[config.mk]
export PLATFORM = sky130hd
export DESIGN_NAME = rf_wb_arbiter
export DESIGN_NICKNAME = d
export VERILOG_FILES = /design/src/rtl/rf_wb_arbiter_pkg.sv /design/src/rtl/rf_wb_arbiter_scoreboard.sv /design/src/rtl/rf_wb_arbiter.sv
export SDC_FILE = /design/constraint.sdc
export NUM_CORES = 1
export LEC_CHECK = 0
export CORE_MARGIN = 8
export CORE_UTILIZATION = 40
export CTS_CLUSTER_DIAMETER = 80
export CTS_CLUSTER_SIZE = 20
export DETAILED_ROUTE_END_ITERATION = 10
export GPL_TIMING_DRIVEN = 0
export PLACE_DENSITY = 0.73
export SYNTH_ARGS = -nofsm -noshare
export SYNTH_HDL_FRONTEND = slang
export SYNTH_SLANG_ARGS = --single-unit
[constraint.sdc]
create_clock -name aclk -period 3.5 [get_ports aclk]
set_clock_uncertainty 0.15 [all_clocks]
set_input_delay 0.7 -clock aclk [delete_from_list [all_inputs] [get_ports aclk]]
set_output_delay 0.7 -clock aclk [all_outputs]
set_load 0.005 [all_outputs]
[src/rtl/rf_wb_arbiter_pkg.sv]
// cpuDefine: shared CPU widths and writeback-arbiter defaults.
// Contents:
//   Gr               - register index width
//   DType            - datapath width
//   rfNum            - number of architectural registers
//   STARVE_LIMIT_DEF - default cap on consecutive lost arbitrations for long ops
package cpuDefine;
   localparam int Gr               = 5;
   localparam int DType            = 32;
   localparam int rfNum            = 32;
   localparam int STARVE_LIMIT_DEF = 4;
endpackage

[src/rtl/rf_wb_arbiter_scoreboard.sv]
// rf_scoreboard: busy-register scoreboard for in-flight long ops plus decode hazard check.
// Ports:
//   aclk, reset           - clock, synchronous active-high reset
//   set_valid, set_rd     - long op dispatched; marks set_rd busy at the next edge
//   clr_valid, clr_rd     - long-op result accepted; clears clr_rd at the next edge
//   src_rj/src_rk/src_rd  - decode operands to check
//   hazard_stall          - some operand is busy in the current vector
module rf_scoreboard
   import cpuDefine::*;
(
   input  logic          aclk,
   input  logic          reset,
   input  logic          set_valid,
   input  logic [Gr-1:0] set_rd,
   input  logic          clr_valid,
   input  logic [Gr-1:0] clr_rd,
   input  logic [Gr-1:0] src_rj,
   input  logic [Gr-1:0] src_rk,
   input  logic [Gr-1:0] src_rd,
   output logic          hazard_stall
);
   logic [rfNum-1:0] busy, set_mask, clr_mask;
   always_comb begin
      set_mask     = set_valid ? rfNum'(1) << set_rd : '0;
      clr_mask     = clr_valid ? rfNum'(1) << clr_rd : '0;
      hazard_stall = ~reset & (busy[src_rj] | busy[src_rk] | busy[src_rd]);
   end
   // Set is OR-ed after the clear so a same-cycle set wins; bit 0 is forced low.
   always_ff @(posedge aclk) begin
      if (reset) busy <= '0;
      else       busy <= ((busy & ~clr_mask) | set_mask) & ~rfNum'(1);
   end
endmodule

[src/rtl/rf_wb_arbiter.sv]
// rf_wb_arbiter: register-file writeback arbiter between pipeline and long-op results.
// Ports:
//   aclk, reset                               - clock, synchronous active-high reset
//   pipe_wb_valid/rd/data, pipe_wb_ready      - pipeline writeback request (default priority)
//   lop_valid/rd/data, lop_ready              - long-op result request (anti-starvation)
//   issue_lop_valid, issue_lop_rd             - long-op dispatch, marks rd busy
//   src_rj, src_rk, src_rd, hazard_stall      - decode operand busy check
//   regWriteEn, rd_wb_out, regWriteData       - registered regfile write port
module rf_wb_arbiter
   import cpuDefine::*;
#(
   parameter int STARVE_LIMIT = STARVE_LIMIT_DEF
) (
   input  logic             aclk,
   input  logic             reset,
   input  logic             pipe_wb_valid,
   input  logic [Gr-1:0]    pipe_wb_rd,
   input  logic [DType-1:0] pipe_wb_data,
   output logic             pipe_wb_ready,
   input  logic             lop_valid,
   input  logic [Gr-1:0]    lop_rd,
   input  logic [DType-1:0] lop_data,
   output logic             lop_ready,
   input  logic             issue_lop_valid,
   input  logic [Gr-1:0]    issue_lop_rd,
   input  logic [Gr-1:0]    src_rj,
   input  logic [Gr-1:0]    src_rk,
   input  logic [Gr-1:0]    src_rd,
   output logic             hazard_stall,
   output logic             regWriteEn,
   output logic [Gr-1:0]    rd_wb_out,
   output logic [DType-1:0] regWriteData
);
   localparam int SW = (STARVE_LIMIT < 1) ? 1 : $clog2(STARVE_LIMIT + 1);
   logic [SW-1:0] starve_cnt;
   logic          at_limit, lop_win;
   always_comb begin
      at_limit      = starve_cnt == SW'(STARVE_LIMIT);
      lop_win       = lop_valid & (~pipe_wb_valid | at_limit);
      pipe_wb_ready = ~reset & pipe_wb_valid & ~lop_win;
      lop_ready     = ~reset & lop_win;
   end
   // A waiting long op that is not granted can only mean it lost to the pipeline.
   always_ff @(posedge aclk) begin
      if (reset || !lop_valid || lop_ready) starve_cnt <= '0;
      else if (!at_limit)                   starve_cnt <= starve_cnt + SW'(1);
   end
   always_ff @(posedge aclk) begin
      if (reset) begin
         regWriteEn   <= 1'b0;
         rd_wb_out    <= '0;
         regWriteData <= '0;
      end else begin
         regWriteEn <= (pipe_wb_ready && pipe_wb_rd != '0) || (lop_ready && lop_rd != '0);
         if (pipe_wb_ready) begin
            rd_wb_out    <= pipe_wb_rd;
            regWriteData <= pipe_wb_data;
         end else if (lop_ready) begin
            rd_wb_out    <= lop_rd;
            regWriteData <= lop_data;
         end
      end
   end
   rf_scoreboard u_scoreboard (
      .aclk         (aclk),
      .reset        (reset),
      .set_valid    (issue_lop_valid),
      .set_rd       (issue_lop_rd),
      .clr_valid    (lop_valid & lop_ready),
      .clr_rd       (lop_rd),
      .src_rj       (src_rj),
      .src_rk       (src_rk),
      .src_rd       (src_rd),
      .hazard_stall (hazard_stall)
   );
endmodule

==> Word-level counts from Yosys, hierarchy flattened <==
Index checks and enable logic that the tools add are counted.
{ "word_totals": {"ff_bits": 73, "in_bits": 99, "out_inout_bits": 41, "word_cells": 49} }
{ "classes": {"addsub": 1, "magnitude_cmp": 3, "n_eq_ne": 1, "n_shift": 2, "mux": 12, "bitwise": 15, "n_reduce_logical": 9} }
{ "ops": {"columns": ["operator", "count"], "rows": [
  ["$mux W32", 4],
  ["$shl A1 B5 Y32 const A", 2],
  ["$and A32 B32 Y32", 1],
  ["$not A32 Y32", 1],
  ["$or A32 B32 Y32", 1],
  ["$lt A5 B6 Y1 const B", 3],
  ["$bmux W1 S5", 3],
  ["$mux W5", 2],
  ["$reduce_bool A5 Y1", 2],
  ["$and A1 B1 Y1", 6],
  ["$add A3 B1 Y3 const B", 1],
  ["$eq A3 B3 Y1 const B", 1],
  ["$logic_or A1 B1 Y1", 3],
  ["$mux W1", 3],
  ["$not A1 Y1", 3],
  ["$or A1 B1 Y1", 3],
  ["$logic_and A1 B1 Y1", 2],
  ["$reduce_bool A2 Y1", 1],
  ["$logic_not A1 Y1", 1]
]} }

==> Logic depth before layout (Yosys ltp) <==
Gate-level depths: netlist (run 1).
{ "depth": {"ltp_word": 9, "mapped_depth": 9, "mapped_depth_nobuf": 7} }

==> Modules after synthesis <==
From an unflattened synthesis (run 1), not the netlist that was laid out.
{ "hier_totals": {"cells_unflattened": 489, "hier_area_um2": 4207.8} }
{ "modules_own_cells": {"columns": ["mod", "n_inst", "cells_each", "area_per_inst_um2", "seq_area_each_um2"], "rows": [
  ["rf_scoreboard", 1, 241, 2152.1, 620.6],
  ["rf_wb_arbiter", 1, 248, 2055.7, 820.8]
]} }

==> Least setup slack after synthesis (run 1) <==
No wires, ideal clock.
{ "synth_timing": {"path_type": "input-to-output", "start": "input port src_rk[0]", "end": "output port hazard_stall", "arrival_ns": 1.961, "required_time_ns": 2.650, "path_slack_ns": 0.689, "cell_stages": 5, "path_buffers": 1, "path_cell_list": "buf_6 -> mux4_2 -> o211a_1 -> a2111oi_1 -> a31oi_1"} }
{ "synth_via": {"elab_chain_len": 5} }
{ "synth_rtl": {"columns": ["item", "line_no", "text"], "rows": [
  ["start, declared", "rf_wb_arbiter.sv:27", "input logic [Gr-1:0] src_rk,"],
  ["$bmux W1 S5", "rf_wb_arbiter_scoreboard.sv:26", "hazard_stall = ~reset & (busy[src_rj] | busy[src_rk] | busy[src_rd]);"],
  ["$mux W1 (not written as such)", "rf_wb_arbiter_scoreboard.sv:26", null],
  ["$or A1 B1 Y1 (2 in a row)", "rf_wb_arbiter_scoreboard.sv:26", null],
  ["$and A1 B1 Y1", "rf_wb_arbiter_scoreboard.sv:26", null],
  ["end, declared", "rf_wb_arbiter.sv:29", "output logic hazard_stall,"]
]} }
Every way passes these cells. The select of a mux whose other input is x is not followed.

==> Worst setup path in the final report (run 1) <==
{ "layout_timing": {"start": "input port src_rj[1]", "end": "output port hazard_stall"} }
{ "layout_via": {"elab_chain_len": 5} }
{ "layout_rtl": {"columns": ["item", "line_no", "text"], "rows": [
  ["start, declared", "rf_wb_arbiter.sv:26", "input logic [Gr-1:0] src_rj,"],
  ["$bmux W1 S5", "rf_wb_arbiter_scoreboard.sv:26", null],
  ["$mux W1 (not written as such)", "rf_wb_arbiter_scoreboard.sv:26", null],
  ["$or A1 B1 Y1 (2 in a row)", "rf_wb_arbiter_scoreboard.sv:26", null],
  ["$and A1 B1 Y1", "rf_wb_arbiter_scoreboard.sv:26", null]
]} }
Every way passes these cells. The select of a mux whose other input is x is not followed.

==> results of run 1 <==
## report_power, final
part | leakage (nW) | internal, W | switching, W
clock network | 0.106 | 0.000420 | 0.000304
registers | 0.589 | 0.000853 | 0.0000199
logic | 1.27 | 0.000213 | 0.000158
total | 1.97 | 0.00149 | 0.000482
## final timing paths
kind	startpoint	end	slack [ns]	depth (start not counted)
worst max-delay path	src_rj[1]	hazard_stall	0.04	7
worst min-delay path	starve_cnt[0]$_SDFFE_PP0N_	starve_cnt[0]$_SDFFE_PP0N_	0.30	1
worst min register to register	starve_cnt[0]$_SDFFE_PP0N_	starve_cnt[0]$_SDFFE_PP0N_	0.30	1
worst max register to register	starve_cnt[0]$_SDFFE_PP0N_	regWriteEn$_SDFF_PP0_	1.30	8
## cell usage in the layout (no fill, tap or decap), types with 12 or more instances in the layout
master / count
sky130_fd_sc_hd__mux4_2: 12
sky130_fd_sc_hd__a21oi_1: 67
sky130_fd_sc_hd__clkdlybuf4s50_1: 127
sky130_fd_sc_hd__mux2i_1: 14
sky130_fd_sc_hd__o21ai_0: 33
sky130_fd_sc_hd__nand2_1: 71
sky130_fd_sc_hd__dfxtp_1: 72
sky130_fd_sc_hd__clkbuf_1: 19
sky130_fd_sc_hd__a22oi_1: 35
sky130_fd_sc_hd__nand3_1: 15
## stage by stage
step | TNS, ns | cells | total power (W) | worst slack, ns | instance area [sq um]
floorplan | 0 | 435 | 0.00103 | 0.689 | 3790
global placement | -0.382 | 696 | 0.00125 | -0.382 | 5270
detailed placement | -0.377 | 696 | 0.00126 | -0.377 | 5270
CTS | 0 | 716 | 0.00198 | 0.0701 | 5520
global route | 0 | 716 | 0.00205 | 0.00408 | 5540
finish | 0 | 716 | 0.00197 | 0.0439 | 5540
## kinds of logic after synthesis
kind of cell	count (synthesis)	share of synthesized area
compound gates	153	0.240
fa+ha+maj	2	0.00660
buf+inv	35	0.0446
flops	72	0.380
mux	35	0.155
simple gates	138	0.174
## worst max-delay path: stages
cell,delay (ns)
sky130_fd_sc_hd__dlygate4sd2_1,0.36
sky130_fd_sc_hd__mux2_2,0.38
sky130_fd_sc_hd__a2111oi_0,0.41
sky130_fd_sc_hd__nor3_1,0.10
sky130_fd_sc_hd__a211oi_1,0.23
sky130_fd_sc_hd__a31oi_1,0.12
sky130_fd_sc_hd__dlygate4sd2_1,0.30
## metal layers
metal	part of all wire	vias to the layer above
li1	-	1911
met1	0.39	1811
met2	0.47	181
met3	0.12	19
met4	0.018	0
met5	0	-
## what timing repair did
action                     in CTS  in global routing
cloned                          1                  0
buffers inserted                3                  0
gates resized for setup         5                  5
pin swaps                       2                  1
setup endpoints to repair       1                  2
## flip-flops by register name (all words and copies together) (netlist names)
name	flops
rd_wb_out	5
regWriteData	32
regWriteEn	1
starve_cnt	3
u_scoreboard.busy	31
## layout make-up
class / count / area, sq um
Clock buffer: 11 / 141
Multi-Input combinational cell: 328 / 2200
Fill cell: 860 / 3700
Inverter: 6 / 22.5
Timing Repair Buffer: 136 / 1350
Clock inverter: 5 / 80.1
Buffer: 29 / 150
Sequential cell: 72 / 1440
Tap cell: 129 / 161
==> impl_summary.md, run 1 <==
Run status
The flow ran to the end, and the final reports show no timing, DRC or antenna violations.

Worst setup path
The worst setup path is launched from an input pin. STA classifies the critical path endpoint as a primary output. The critical path is of the input pin to primary output type. The worst path required time is 2.65 ns. The largest fanout on the critical path is 6. Data on the critical path arrives at its endpoint at about 2.6 ns.

CTS
The clock root buffer is sky130_fd_sc_hd__clkbuf_8. The clock latency on the worst-skew pair is 0.34 ns. In this run, post-CTS hold repair placed 0 buffers. After clock tree synthesis, the clock-pin slew on the worst setup and hold paths is 0.07 ns. The number of clock buffers added by TritonCTS is 9. The number of sinks on the clock net is 72. The clock tree from TritonCTS is yes. No sink is reached through more buffers than the 2 on the longest clock path. The H-tree was split into 3 levels.

Synth
After synthesis, the most frequently instantiated cells are sky130_fd_sc_hd__dfxtp_1 (72), sky130_fd_sc_hd__nand2_1 (71), sky130_fd_sc_hd__a21oi_1 (67), sky130_fd_sc_hd__a22oi_1 (35), sky130_fd_sc_hd__o21ai_0 (33). The average cell area after synthesis is roughly 8.7 sq um. The share of synthesized area in the top cell type comes to 0.380.

The number of enable flip-flop cells after synthesis is 0. Ranked by total cell area, the synthesized netlist is headed by sky130_fd_sc_hd__dfxtp_1 (38%), sky130_fd_sc_hd__a21oi_1 (8.8%), sky130_fd_sc_hd__mux4_2 (7.1%), sky130_fd_sc_hd__nand2_1 (7.0%), sky130_fd_sc_hd__a22oi_1 (6.9%). The share of the Yosys chip area taken by registers is 0.380. Synthesis inferred 72 register bits. The netlist uses 43 different library cells. The async set-reset flop share out of synthesis is 0. The most used flip-flop cell after synthesis is sky130_fd_sc_hd__dfxtp_1.

The post-synthesis cell count is 435. The total nets after synthesis is roughly 540. Yosys instantiated no cell more often than sky130_fd_sc_hd__dfxtp_1. During synthesis, Yosys emitted a total of 0 warnings. The biggest area contributor in the post-synthesis netlist is sky130_fd_sc_hd__dfxtp_1. The netlist area before placement is 3790 sq um.

Timing
The worst hold-check slack is 0.295 ns. The count of final setup violators is 0. Of the available clock period, the critical path in the final layout requires 0.987. The measured slew at the worst slew-check pin is 0.603 ns.

Measured against its own limit, the worst slew margin works out to 0.598. The final number of max-transition violations is 0. The final hold violation count is 0. Setup repair after global routing left no endpoint under its margin.

The minimum period implied by the final worst setup slack is 3.46 ns. Based on the critical path, the design can be clocked at up to 289 MHz.

Detailed routing
The count of nets left with antenna violations once routing finished came out at 0. The detail-routed net length per standard cell is 17.8 um. The routed design has between 10000 and 15000 um of wire. After detailed routing, the number of vias per cell comes to 5.48.

The DRC marker count from the first detailed-route iteration is 222. The first detailed-routing pass took 5 iterations. The total DRC errors in the routed layout is 0.

The routed via count is 3922.

Layout
The fraction of the core area covered by cells at the end of the flow is 0.600. The antenna diode count is 0. Relative to the synthesized area, the layout overhead comes to 46.2%. The fraction of final layout cells sized beyond drive strength 1 is 0.0886.

The net count reported at finish is roughly 700.

GRT
The global-route layer with the greatest usage is met2. The met2 track demand over resource in global routing is 0.329. The first-pass GRT wire length is 20200 um. For this run, global-route usage on met3 was measured as 0.103. The initial antenna violation count is 0. The number of global-route vias before repair was 3978. The all-layer global routing usage is 0.198. The largest net degree at the start of global routing is 13. The total global routing overflow is 0. For met1 alone, demand over resource in global routing was 0.214.

Placed design
During placement, the flow inserted port buffers numbering 132. The HPWL after detailed placement is between 10000 and 15000 um. The final weighted congestion in routability-driven placement is 0.934.

Floorplanning
The core outline area is 9240 sq um. The row count is 35. The vertical die dimension is ~110 um.

The die covers roughly 13000 sq um. The initial utilization of the core area, before any placement, comes to 0.410. 140 I/O pins were placed. The die width is 113 um.

Power
The ratio of total power to cell area is 355 nW/um^2. Across the VDD grid, the largest voltage drop is 0.000191 V. In this run the static leakage power is approximately 2.0 nW.

Worst hold path
The class of the tightest hold or removal check is register to register.

Job
The tool flagged a number of max-cap violations equal to 0.
No activity file was read; power rests on OpenSTA's default activity.
==> inputs of run 2 (changes only) <==
Settings changed: CTS_CLUSTER_SIZE 20 to 14, GPL_TIMING_DRIVEN 0 to default.
==> run 2 against run 1 <==
  * Worst setup slack improved by 0.060 ns
  * Routed wire length rose by 2.5%
  * Sequential share of layout area fell by 0.46 points
  * Count of clock-buffer cells in the layout did not move
  * Final cell count fell by 0.42%
  * Critical path depth rose by 1
  * Critical path type unchanged
==> impl_summary.md, run 2 (synthesized netlist as in run 1, its figures left out) <==
Run status
The flow ran to the end, and the final reports show no timing, DRC or antenna violations.

Detailed routing
The final layout contains routed wiring with a total length of roughly 13000 um. The detail-routed net length per standard cell is 18.3 um. For this run, the detailed router's first-pass iteration total came to 5. For this block, the via count after detailed routing is 3966.

The number of nets with antenna violations after detailed routing is 0. The detailed router finished its first iteration with between 200 and 250 violations. In the routed design, unresolved DRC markers number 0.

After detailed routing, the number of vias per cell comes to ~5.6.

GRT
The largest net degree at the start of global routing is 45. The total global routing overflow is 0. The initial antenna violation count was 0. The number of global-route vias before repair is 4063. The first-pass GRT wire length is between 20000 and 25000 um. Across every metal layer, demand over resource in global routing totals 0.205.

Layout
The library cells used most frequently in the layout, excluding fill and tap cells, are sky130_fd_sc_hd__clkdlybuf4s50_1 (134), sky130_fd_sc_hd__dfxtp_1 (72), sky130_fd_sc_hd__nand2_1 (71), sky130_fd_sc_hd__a21oi_1 (67), sky130_fd_sc_hd__a22oi_1 (35). The flip-flop count of the largest register after layout is 32. Measured on the finished design, the core utilization comes to 0.611. Compared with the post-synthesis result, the final layout area differs by 48.8%.

Of the cells placed in the final design, the portion with a size suffix greater than 1 is 0.108. The number of antenna diodes in the final layout is 0. The register with the most flip-flops is regWriteData.

At the end of the flow, the number of nets in the layout was 680. In the final layout, the registers with the most flip-flops are regWriteData: 32 flops, u_scoreboard.busy: 31 flops, rd_wb_out: 5 flops. The number of standard cells in the layout, taps in and fillers out is ~710.

The leading cell type in the layout, fill and taps excluded is sky130_fd_sc_hd__clkdlybuf4s50_1.

Worst setup path
The register-to-register setup slack is about 1.4 ns. Measured in cells, the most critical reg-to-reg path has a length of 8. The endpoint identified for the worst register-to-register timing path is u_scoreboard.busy[18]$_SDFF_PP0_. The startpoint identified for the worst register-to-register timing path is starve_cnt[0]$_SDFFE_PP0N_. The critical path ends at hazard_stall. The kind of start point of the critical path is an input pin. The critical path in this run is classified as input pin to primary output. The endpoint kind of the worst setup timing path is a primary output. STA puts the critical path data required time at 2.65 ns. The largest fanout on the critical path is 6.

Data on the critical path arrives at its endpoint at 2.55 ns. The most critical setup path has its startpoint at src_rj[0].

CTS
The number of buffers inserted to repair setup after CTS is 0. The H-tree was split into 3 levels. The clock latency on the worst-skew pair is about 0.34 ns. The number of buffers inserted for hold repair after clock tree synthesis is 0.

TritonCTS built the clock tree. The clock tree buffer depth is 2. Counting every sink on the clock net gives 72. Clock tree synthesis selected as its root buffer the cell sky130_fd_sc_hd__clkbuf_8. The register clock-pin slew on the reported worst setup and hold paths is 0.07 ns. The number of clock buffers added by TritonCTS is 9.

Power
The clock power share is 0.388. IR analysis of the VDD net gives a maximum drop of 0.000190 V. The total internal power is 0.00157 W.

The share of total power dissipated in sequential elements is 0.425. The leakage power summed over all cells is 2.02 nW. Summed over all nets, the switching power comes to a little under 0.0005 W.

The design draws 0.00205 W. The ratio of total power to cell area is 364 nW/um^2. Of the total power, the share spent switching nets is 0.235. The combinational share of power is 0.187.

Worst hold path
The class of the tightest hold or removal check is register to register.

Placed design
The placed cell count is 697. Detailed placement ended at an HPWL of 10300 um. Buffers placed on the I/O ports in this run total 139.

The final weighted congestion in routability-driven placement is 0.942.

Floorplanning
The vertical die dimension is around 110 um. The number of top-level design ports is between 100 and 150. In this run the core area contains 35 standard-cell rows.

The core region is 9240 sq um. The die covers ~13000 sq um. The starting density of the core is 0.410. The die is 113 um wide.

Timing
Setup repair after global routing left no endpoint under its margin. The final hold violation count is 0. The highest clock rate is approximately 300 MHz. The minimum period implied by the final worst setup slack is between 3 and 4 ns. The count of final setup violators is 0.

The final number of max-transition violations is 0. Dividing the final minimum period by the clock period gives 0.970. The relative slew slack is 0.602. The measured slew at the worst slew-check pin is 0.581 ns.

Job
The number of max-capacitance violations reported is 0.
-- run 2: final cells by class --
cell class / instances / area [sq um]
Sequential cell: 72 / 1440
Inverter: 6 / 22.5
Tap cell: 129 / 161
Timing Repair Buffer: 162 / 1570
Fill cell: 812 / 3600
Multi-Input combinational cell: 328 / 2210
Clock buffer: 11 / 141
Clock inverter: 5 / 104
-- run 2: how the worst min path moves through the flow --
| stage | startpoint | to | slack (ns) | depth (start not counted) |
|---|---|---|---|---|
| 2_1_floorplan | starve_cnt[0]$_SDFFE_PP0N_ | starve_cnt[0]$_SDFFE_PP0N_ | 0.27 | 1 |
| 3_3_place_gp | starve_cnt[0]$_SDFFE_PP0N_ | starve_cnt[0]$_SDFFE_PP0N_ | 0.28 | 1 |
| 3_5_place_dp | starve_cnt[0]$_SDFFE_PP0N_ | starve_cnt[0]$_SDFFE_PP0N_ | 0.29 | 1 |
| 4_1_cts | starve_cnt[0]$_SDFFE_PP0N_ | starve_cnt[0]$_SDFFE_PP0N_ | 0.30 | 1 |
| 5_1_grt | starve_cnt[0]$_SDFFE_PP0N_ | starve_cnt[0]$_SDFFE_PP0N_ | 0.32 | 1 |
| 6_report | starve_cnt[0]$_SDFFE_PP0N_ | starve_cnt[0]$_SDFFE_PP0N_ | 0.30 | 1 |
-- run 2: power groups by stage --
stage          clock, W  combinational, W  sequential (W)
2_1_floorplan         0          0.000143        0.000891
3_3_place_gp          0          0.000377        0.000890
3_5_place_dp          0          0.000382        0.000892
4_1_cts        0.000807          0.000384        0.000873
5_1_grt        0.000842          0.000414        0.000877
6_report       0.000796          0.000383        0.000873
-- run 2: per-layer routing --
metal | wire length [um] | up-vias | track usage | part of all wire
li1 | - | 1900 | - | -
met1 | 4970 | 1851 | 0.222 | 0.38
met2 | 6380 | 192 | 0.346 | 0.49
met3 | 1460 | 23 | 0.0932 | 0.11
met4 | 263 | 0 | 0.0710 | 0.020
met5 | 0 | - | 0 | 0
-- run 2: repair_timing --
item / in CTS / in global routing
gates resized for setup: 10 / 3
endpoints found under the setup margin: 1 / 1
cloned: 0 / 0
pin swaps: 1 / 1
-- run 2: worst max-delay path: stages --
cell and delay (ns):
sky130_fd_sc_hd__clkdlybuf4s50_1 0.47, sky130_fd_sc_hd__buf_6 0.13, sky130_fd_sc_hd__mux4_2 0.50, sky130_fd_sc_hd__nor3b_1 0.20, sky130_fd_sc_hd__nor3_1 0.08, sky130_fd_sc_hd__a211oi_2 0.22, sky130_fd_sc_hd__a31oi_1 0.11, sky130_fd_sc_hd__clkbuf_2 0.13
-- run 2: per-stage QoR --
stage / hold WS, ns / cell area (sq um) / TNS (ns) / setup slack (ns)
floorplan: 0.267 / 3790 / 0 / 0.689
global route: 0.317 / 5640 / 0 / 0.0358
finish: 0.298 / 5640 / 0 / 0.104
global placement: 0.276 / 5390 / -0.348 / -0.348
CTS: 0.298 / 5640 / 0 / 0.0184
detailed placement: 0.288 / 5390 / -0.369 / -0.369
